File: src/rtl/ifu_pkg.sv
// rtl/ifu_pkg.sv - shared widths, fetch state and fetch buffer entry type for the instruction fetch unit
package ifu_pkg;

    localparam int XLEN    = 64;
    localparam int INSTR_W = 32;

    typedef enum logic [1:0] {
        ST_RUN   = 2'd0,
        ST_HALT  = 2'd1,
        ST_FAULT = 2'd2
    } fetch_state_e;

    typedef struct packed {
        logic [XLEN-1:0]    pc;
        logic [INSTR_W-1:0] instr;
    } fetch_entry_t;

endpackage

File: src/rtl/ifu_fetch_fifo.sv
// rtl/ifu_fetch_fifo.sv - fetch buffer between the pc sequencer and decode
// Pointers carry one extra wrap bit so full and empty are distinguishable at equal indices.
module ifu_fetch_fifo
    import ifu_pkg::*;
#(
    parameter int DEPTH = 2
) (
    input  logic         clk,
    input  logic         reset,
    input  logic         push,
    input  fetch_entry_t push_data,
    input  logic         pop,
    input  logic         flush,
    output fetch_entry_t head,
    output logic         full,
    output logic         empty
);

    localparam int AW = $clog2(DEPTH);
    localparam logic [AW:0] PTR_ONE = {{AW{1'b0}}, 1'b1};

    fetch_entry_t mem [DEPTH];
    logic [AW:0]  wr_ptr;
    logic [AW:0]  rd_ptr;
    logic         do_push;
    logic         do_pop;

    assign empty = (wr_ptr == rd_ptr);
    assign full  = (wr_ptr[AW] != rd_ptr[AW]) && (wr_ptr[AW-1:0] == rd_ptr[AW-1:0]);
    assign head  = mem[rd_ptr[AW-1:0]];

    // A pop frees the head slot in the same edge, so a full buffer can still take a push.
    assign do_pop  = pop && !empty;
    assign do_push = push && (!full || do_pop);

    always_ff @(posedge clk or negedge reset) begin
        if (!reset) begin
            wr_ptr <= '0;
            rd_ptr <= '0;
            for (int i = 0; i < DEPTH; i++) begin
                mem[i] <= '0;
            end
        end else if (flush) begin
            wr_ptr <= '0;
            rd_ptr <= '0;
        end else begin
            if (do_push) begin
                mem[wr_ptr[AW-1:0]] <= push_data;
                wr_ptr              <= wr_ptr + PTR_ONE;
            end
            if (do_pop) begin
                rd_ptr <= rd_ptr + PTR_ONE;
            end
        end
    end

endmodule

File: src/rtl/ifu_fetch_ctrl.sv
// rtl/ifu_fetch_ctrl.sv - fetch sequencer: pc register, run/halt/fault FSM, fetch counter, buffer to decode
module ifu_fetch_ctrl
    import ifu_pkg::*;
#(
    parameter int unsigned     MEM_BYTES  = 32,
    parameter logic [XLEN-1:0] RESET_PC   = 64'h0,
    parameter int              FIFO_DEPTH = 2
) (
    input  logic               clk,
    input  logic               reset,
    output logic [XLEN-1:0]    imem_pc,
    input  logic [INSTR_W-1:0] imem_instr,
    input  logic               redirect_valid,
    input  logic [XLEN-1:0]    redirect_pc,
    output logic               out_valid,
    input  logic               out_ready,
    output logic [INSTR_W-1:0] out_instr,
    output logic [XLEN-1:0]    out_pc,
    output logic               halted,
    output logic               fault,
    output logic [31:0]        fetch_count
);

    localparam logic [XLEN-1:0] LAST_PC = XLEN'(MEM_BYTES) - XLEN'(4);

    fetch_state_e    state;
    logic [XLEN-1:0] pc;
    logic            pc_in_range;
    logic            redirect_ok;
    logic            fifo_full;
    logic            fifo_empty;
    logic            pop;
    logic            push;
    fetch_entry_t    push_data;
    fetch_entry_t    head;

    assign imem_pc     = pc;
    assign pc_in_range = (pc <= LAST_PC);
    assign redirect_ok = (redirect_pc[1:0] == 2'b00) && (redirect_pc <= LAST_PC);

    // A redirect cycle hides the buffer so decode never accepts a soon-to-be-flushed entry.
    assign out_valid = !fifo_empty && !redirect_valid;
    assign pop       = out_valid && out_ready;
    assign push      = !redirect_valid && (state == ST_RUN) && pc_in_range && (!fifo_full || pop);

    assign push_data.pc    = pc;
    assign push_data.instr = imem_instr;
    assign out_instr       = head.instr;
    assign out_pc          = head.pc;

    ifu_fetch_fifo #(
        .DEPTH (FIFO_DEPTH)
    ) u_fifo (
        .clk       (clk),
        .reset     (reset),
        .push      (push),
        .push_data (push_data),
        .pop       (pop),
        .flush     (redirect_valid),
        .head      (head),
        .full      (fifo_full),
        .empty     (fifo_empty)
    );

    always_ff @(posedge clk or negedge reset) begin
        if (!reset) begin
            pc          <= RESET_PC;
            state       <= ST_RUN;
            halted      <= 1'b0;
            fault       <= 1'b0;
            fetch_count <= 32'd0;
        end else if (redirect_valid) begin
            if (redirect_ok) begin
                pc     <= redirect_pc;
                state  <= ST_RUN;
                halted <= 1'b0;
                fault  <= 1'b0;
            end else begin
                state  <= ST_FAULT;
                halted <= 1'b1;
                fault  <= 1'b1;
            end
        end else begin
            case (state)
                ST_RUN: begin
                    if (!pc_in_range) begin
                        state  <= ST_HALT;
                        halted <= 1'b1;
                    end else if (push) begin
                        pc          <= pc + XLEN'(4);
                        fetch_count <= fetch_count + 32'd1;
                    end
                end
                default: begin
                end
            endcase
        end
    end

endmodule

File: config.mk
export PLATFORM = sky130hd
export DESIGN_NAME = ifu_fetch_ctrl
export DESIGN_NICKNAME = d
export VERILOG_FILES = /design/src/rtl/ifu_pkg.sv /design/src/rtl/ifu_fetch_fifo.sv /design/src/rtl/ifu_fetch_ctrl.sv
export SDC_FILE = /design/constraint.sdc
export NUM_CORES = 1
export LEC_CHECK = 0
export BUFFER_PORTS_ARGS = -buffer_cell sky130_fd_sc_hd__buf_4
export CAP_MARGIN = 10
export CORE_MARGIN = 3
export CORE_UTILIZATION = 53
export DETAILED_ROUTE_END_ITERATION = 7
export PLACE_DENSITY = 0.84
export SLEW_MARGIN = 20
export SYNTH_ARGS = -nofsm -noshare
export SYNTH_HDL_FRONTEND = slang
export SYNTH_SLANG_ARGS = --single-unit
File: constraint.sdc
create_clock -name clk -period 3 [get_ports clk]
set_input_delay 0.3 -clock clk [delete_from_list [all_inputs] [get_ports clk]]
set_output_delay 0.3 -clock clk [all_outputs]
set_load 0.05 [all_outputs]
==> results.py <==
metrics = {
    "cells_and_area": {
        "nets": 1310,
        "synthToLayoutAreaGrowth_pct": 33.3,
        "layout-drive-gt1-share": 0.406,
        "nFillCells": 1370,
        "finish.utilization": 0.722,
        "diodes": 0,
    },
    "grt": {
        "use_met3": 0.0558,
        "grtUsageMet1": 0.333,
        "grtUsageTotal": 0.233,
        "gr-total-overflow": 0,
        "use_met2": 0.369,
        "first_global_vias": 8408,
        "top_usage_layer": "met2",
        "grt_max_degree": 84,
        "grt_pass1_wl_um": 45900,
        "antenna_found_initial": 0,
    },
    "cts": {
        "numCtsBuffers": 31,
        "clock_path_buffers": 3,
        "clkTransAtPathRegs_ns": 0.06,
        "cts_tree": "built",
        "cts_setup_buffers": 0,
        "cts_sinks": 296,
        "clk_latency_ns": 0.54,
        "cts_htree_levels": 1,
        "cts-root-buf": "clkbuf_16",
    },
    "logic_synthesis": {
        "ys_warn_count": 0,
        "synth_seq_area_share": 0.624,
        "synth_most_common_cell": "dfrtp_1",
        "ys_ff_latch": 296,
        "ys_top_cells_by_count": "dfrtp_1 (296), and2_1 (142), mux2_2 (132), nor4_1 (38), mux2_1 (37)",
        "synth_nets": 979,
        "ys_types": 38,
        "synthTopCellsByArea": "dfrtp_1 (62%), mux2_2 (13%), and2_1 (7.5%)",
        "syn_avg_cell_area_um2": 13.5,
        "synth_top_area_cell": "dfrtp_1",
        "synthArstFlopShare": 1.00,
        "synth-edff-count": 0,
        "netlist_area_um2": 11900,
        "syn-instance-count": 877,
        "synth.top_cell.area_share": 0.624,
        "ys.flop_type": "dfrtp_1",
    },
    "sta": {
        "relSlewSlack": 0.416,
        "tightest_slew_ns": 0.871,
        "skew_ns": 0.0178,
        "finalSetupTns_ns": 0,
        "finalHoldViolations": 0,
        "timing.hold.ws_ns": 0.0645,
        "slew_viol_final": 0,
        "finalCriticalPeriod_ns": 2.76,
        "setup_slack_ns": 0.242,
        "period_share": 0.919,
        "setup_viol": 0,
        "fmax_ghz": 0.363,
        "rsz0062_at_grt": "no",
    },
    "place": {
        "dp_slack_ns": 0.351,
        "io_buffers": 294,
        "gp_congestion": 0.877,
        "dp_hpwl_um": 18300,
    },
    "die": {
        "die_x_um": 156,
        "rows": 54,
        "initial_core_util": 0.542,
        "core-area_um2": 21900,
        "num_io_pins": 295,
        "die_area_um2": 24200,
        "die_h_um": 156,
    },
    "routing": {
        "vias": 8004,
        "avgRoutedWirePerCell_um": 19.0,
        "wl_um": 28700,
        "viasPerCell": 5.30,
        "postRouteAntennaNets": 0,
        "drc": 0,
        "drt_pre_antenna_iters": 4,
        "drtIter0Drc": 317,
    },
    "setup_path": {
        "r2r_slack_ns": 0.31,
        "critPathLaunchType": "register",
        "cp.arrival_ns": 2.46,
        "path_class": "register to primary output",
        "cp-end-kind": "primary output",
        "timing.rr.start": "imem_pc[2]",
        "worst_path_largest_cell_delay_ns": 0.48,
        "rr_worst_depth": 8,
        "timing.rr.end": "u_fifo.mem[118]",
        "worst_path_max_delay_cell": "buf_6",
        "cp_top_family": "buffers and inverters",
        "path_common_cell": "buf_6",
        "cp_max_fo": 62,
        "required_ns": 2.70,
        "path_buf_inv": 3,
        "path_cells": "buf_6 > buf_6 > mux2_2 > buf_4",
    },
    "pwr": {
        "powerDensity_nw_per_um2": 541,
        "cellLeakagePower_nw": 8.39,
        "finalPower_mw": 8.55,
        "peakVddDrop_mv": 0.507,
    },
    "flow_run": {
        "cap_violations": 0,
    },
    "worst_hold_path": {
        "hold_depth": 3,
        "hp-class": "input port to register",
        "min_from": "out_ready",
        "min_to": "u_fifo.rd_ptr[0]",
    },
    "outcome": {
        "status": "finished clean",
    },
}
[layout make-up]
cell class | count | area [um2] | share of cell area
clock inverters | 18 | 230 | 0.0146
well taps | 280 | 350 | 0.0222
multi-input cells | 532 | 4240 | 0.268
clock buffers | 38 | 842 | 0.0533
flip-flops and latches | 296 | 7410 | 0.469
repair buffers | 342 | 2720 | 0.172
inverters | 5 | 18.8 | 0.00119
[how the worst max path moves through the flow]
stage                      from         endpoint  slack (ns)  cells past startpoint
6_report       u_fifo.rd_ptr[0]    out_instr[10]        0.24                      4
3_3_place_gp         imem_pc[2]  u_fifo.mem[123]        0.42                      8
2_1_floorplan        imem_pc[2]  u_fifo.mem[100]        0.43                      9
3_5_place_dp         imem_pc[2]  u_fifo.mem[103]        0.35                      8
4_1_cts        u_fifo.rd_ptr[0]    out_instr[10]        0.06                      4
5_1_grt             imem_pc[50]  fetch_count[28]        0.12                      6
[per-layer routing]
layer / up-vias / wire (um)
li1: 3668 / -
met1: 4043 / 12500
met2: 250 / 13700
met3: 43 / 1850
met4: 0 / 607
met5: - / 0
[repair_timing]
item,4_1_cts,5_1_grt
hold buffers,34,0
gates resized for setup,1,1
endpoints found under the hold margin,140,0
setup endpoints to repair,38,19
[through the flow]
| step | cells | cell area [um2] |
|---|---|---|
| global placement | 1421 | 14400 |
| floorplan | 877 | 11900 |
| detailed placement | 1421 | 14400 |
| finish | 1511 | 15800 |
| CTS | 1511 | 15800 |
| global route | 1511 | 15800 |
[power breakdown]
group	switching [mW]	internal, mW
clock network	1.55	2.42
registers	0.0258	4.03
logic	0.306	0.219
[state kept, by name, indices dropped and copies added, names as in the netlist]
name / cells
u_fifo.mem: 192
halted: 1
u_fifo.rd_ptr: 2
imem_pc: 64
fault: 1
fetch_count: 32
state: 2
u_fifo.wr_ptr: 2
[logic make-up after synthesis]
logic type,Yosys count,synth area share
AO/OA/AOI/OAI,14,0.00802
XOR/XNOR,35,0.0258
adder cells (fa/ha/maj),2,0.00211
buffers and inverters,49,0.0193
flip-flops,296,0.624
multiplexers,171,0.162
AND/OR/NAND/NOR,310,0.158
[cell usage in the layout, fill, tap and decap left out, types with 2 or more instances in the layout]
cell / n
buf_4: 301
dfrtp_1: 295
and2_1: 142
mux2_2: 132
nor4_1: 38
mux2_1: 37
nor2b_1: 36
dlygate4sd3_1: 34
clkbuf_16: 31
nand2_1: 24
xor2_1: 20
xnor2_1: 15
nor2_1: 15
nand4_1: 12
nand3_1: 11
nor3_1: 10
clkinv_2: 8
and4_1: 6
inv_1: 5
bufinv_16: 5
a21oi_1: 4
and3_1: 4
nor4b_1: 4
clkbuf_8: 4
buf_12: 4
a221oi_1: 3
clkbuf_1: 3
clkinvlp_4: 3
nor4_4: 2
nor3b_1: 2
o21ai_0: 2
mux2i_1: 2
ha_1: 2
clkinv_4: 2
buf_6: 2
[worst register-to-register path, cell delays in order, from the launching register on]
cell and delay (ns):
dfrtp_1 0.50, ha_1 0.25, o211ai_1 0.10, and4_1 0.22, and4bb_2 0.26, and3_1 0.23
nand2b_4 0.08, buf_4 0.49, mux2_1 0.43
Power figures use the tool's default switching activity.
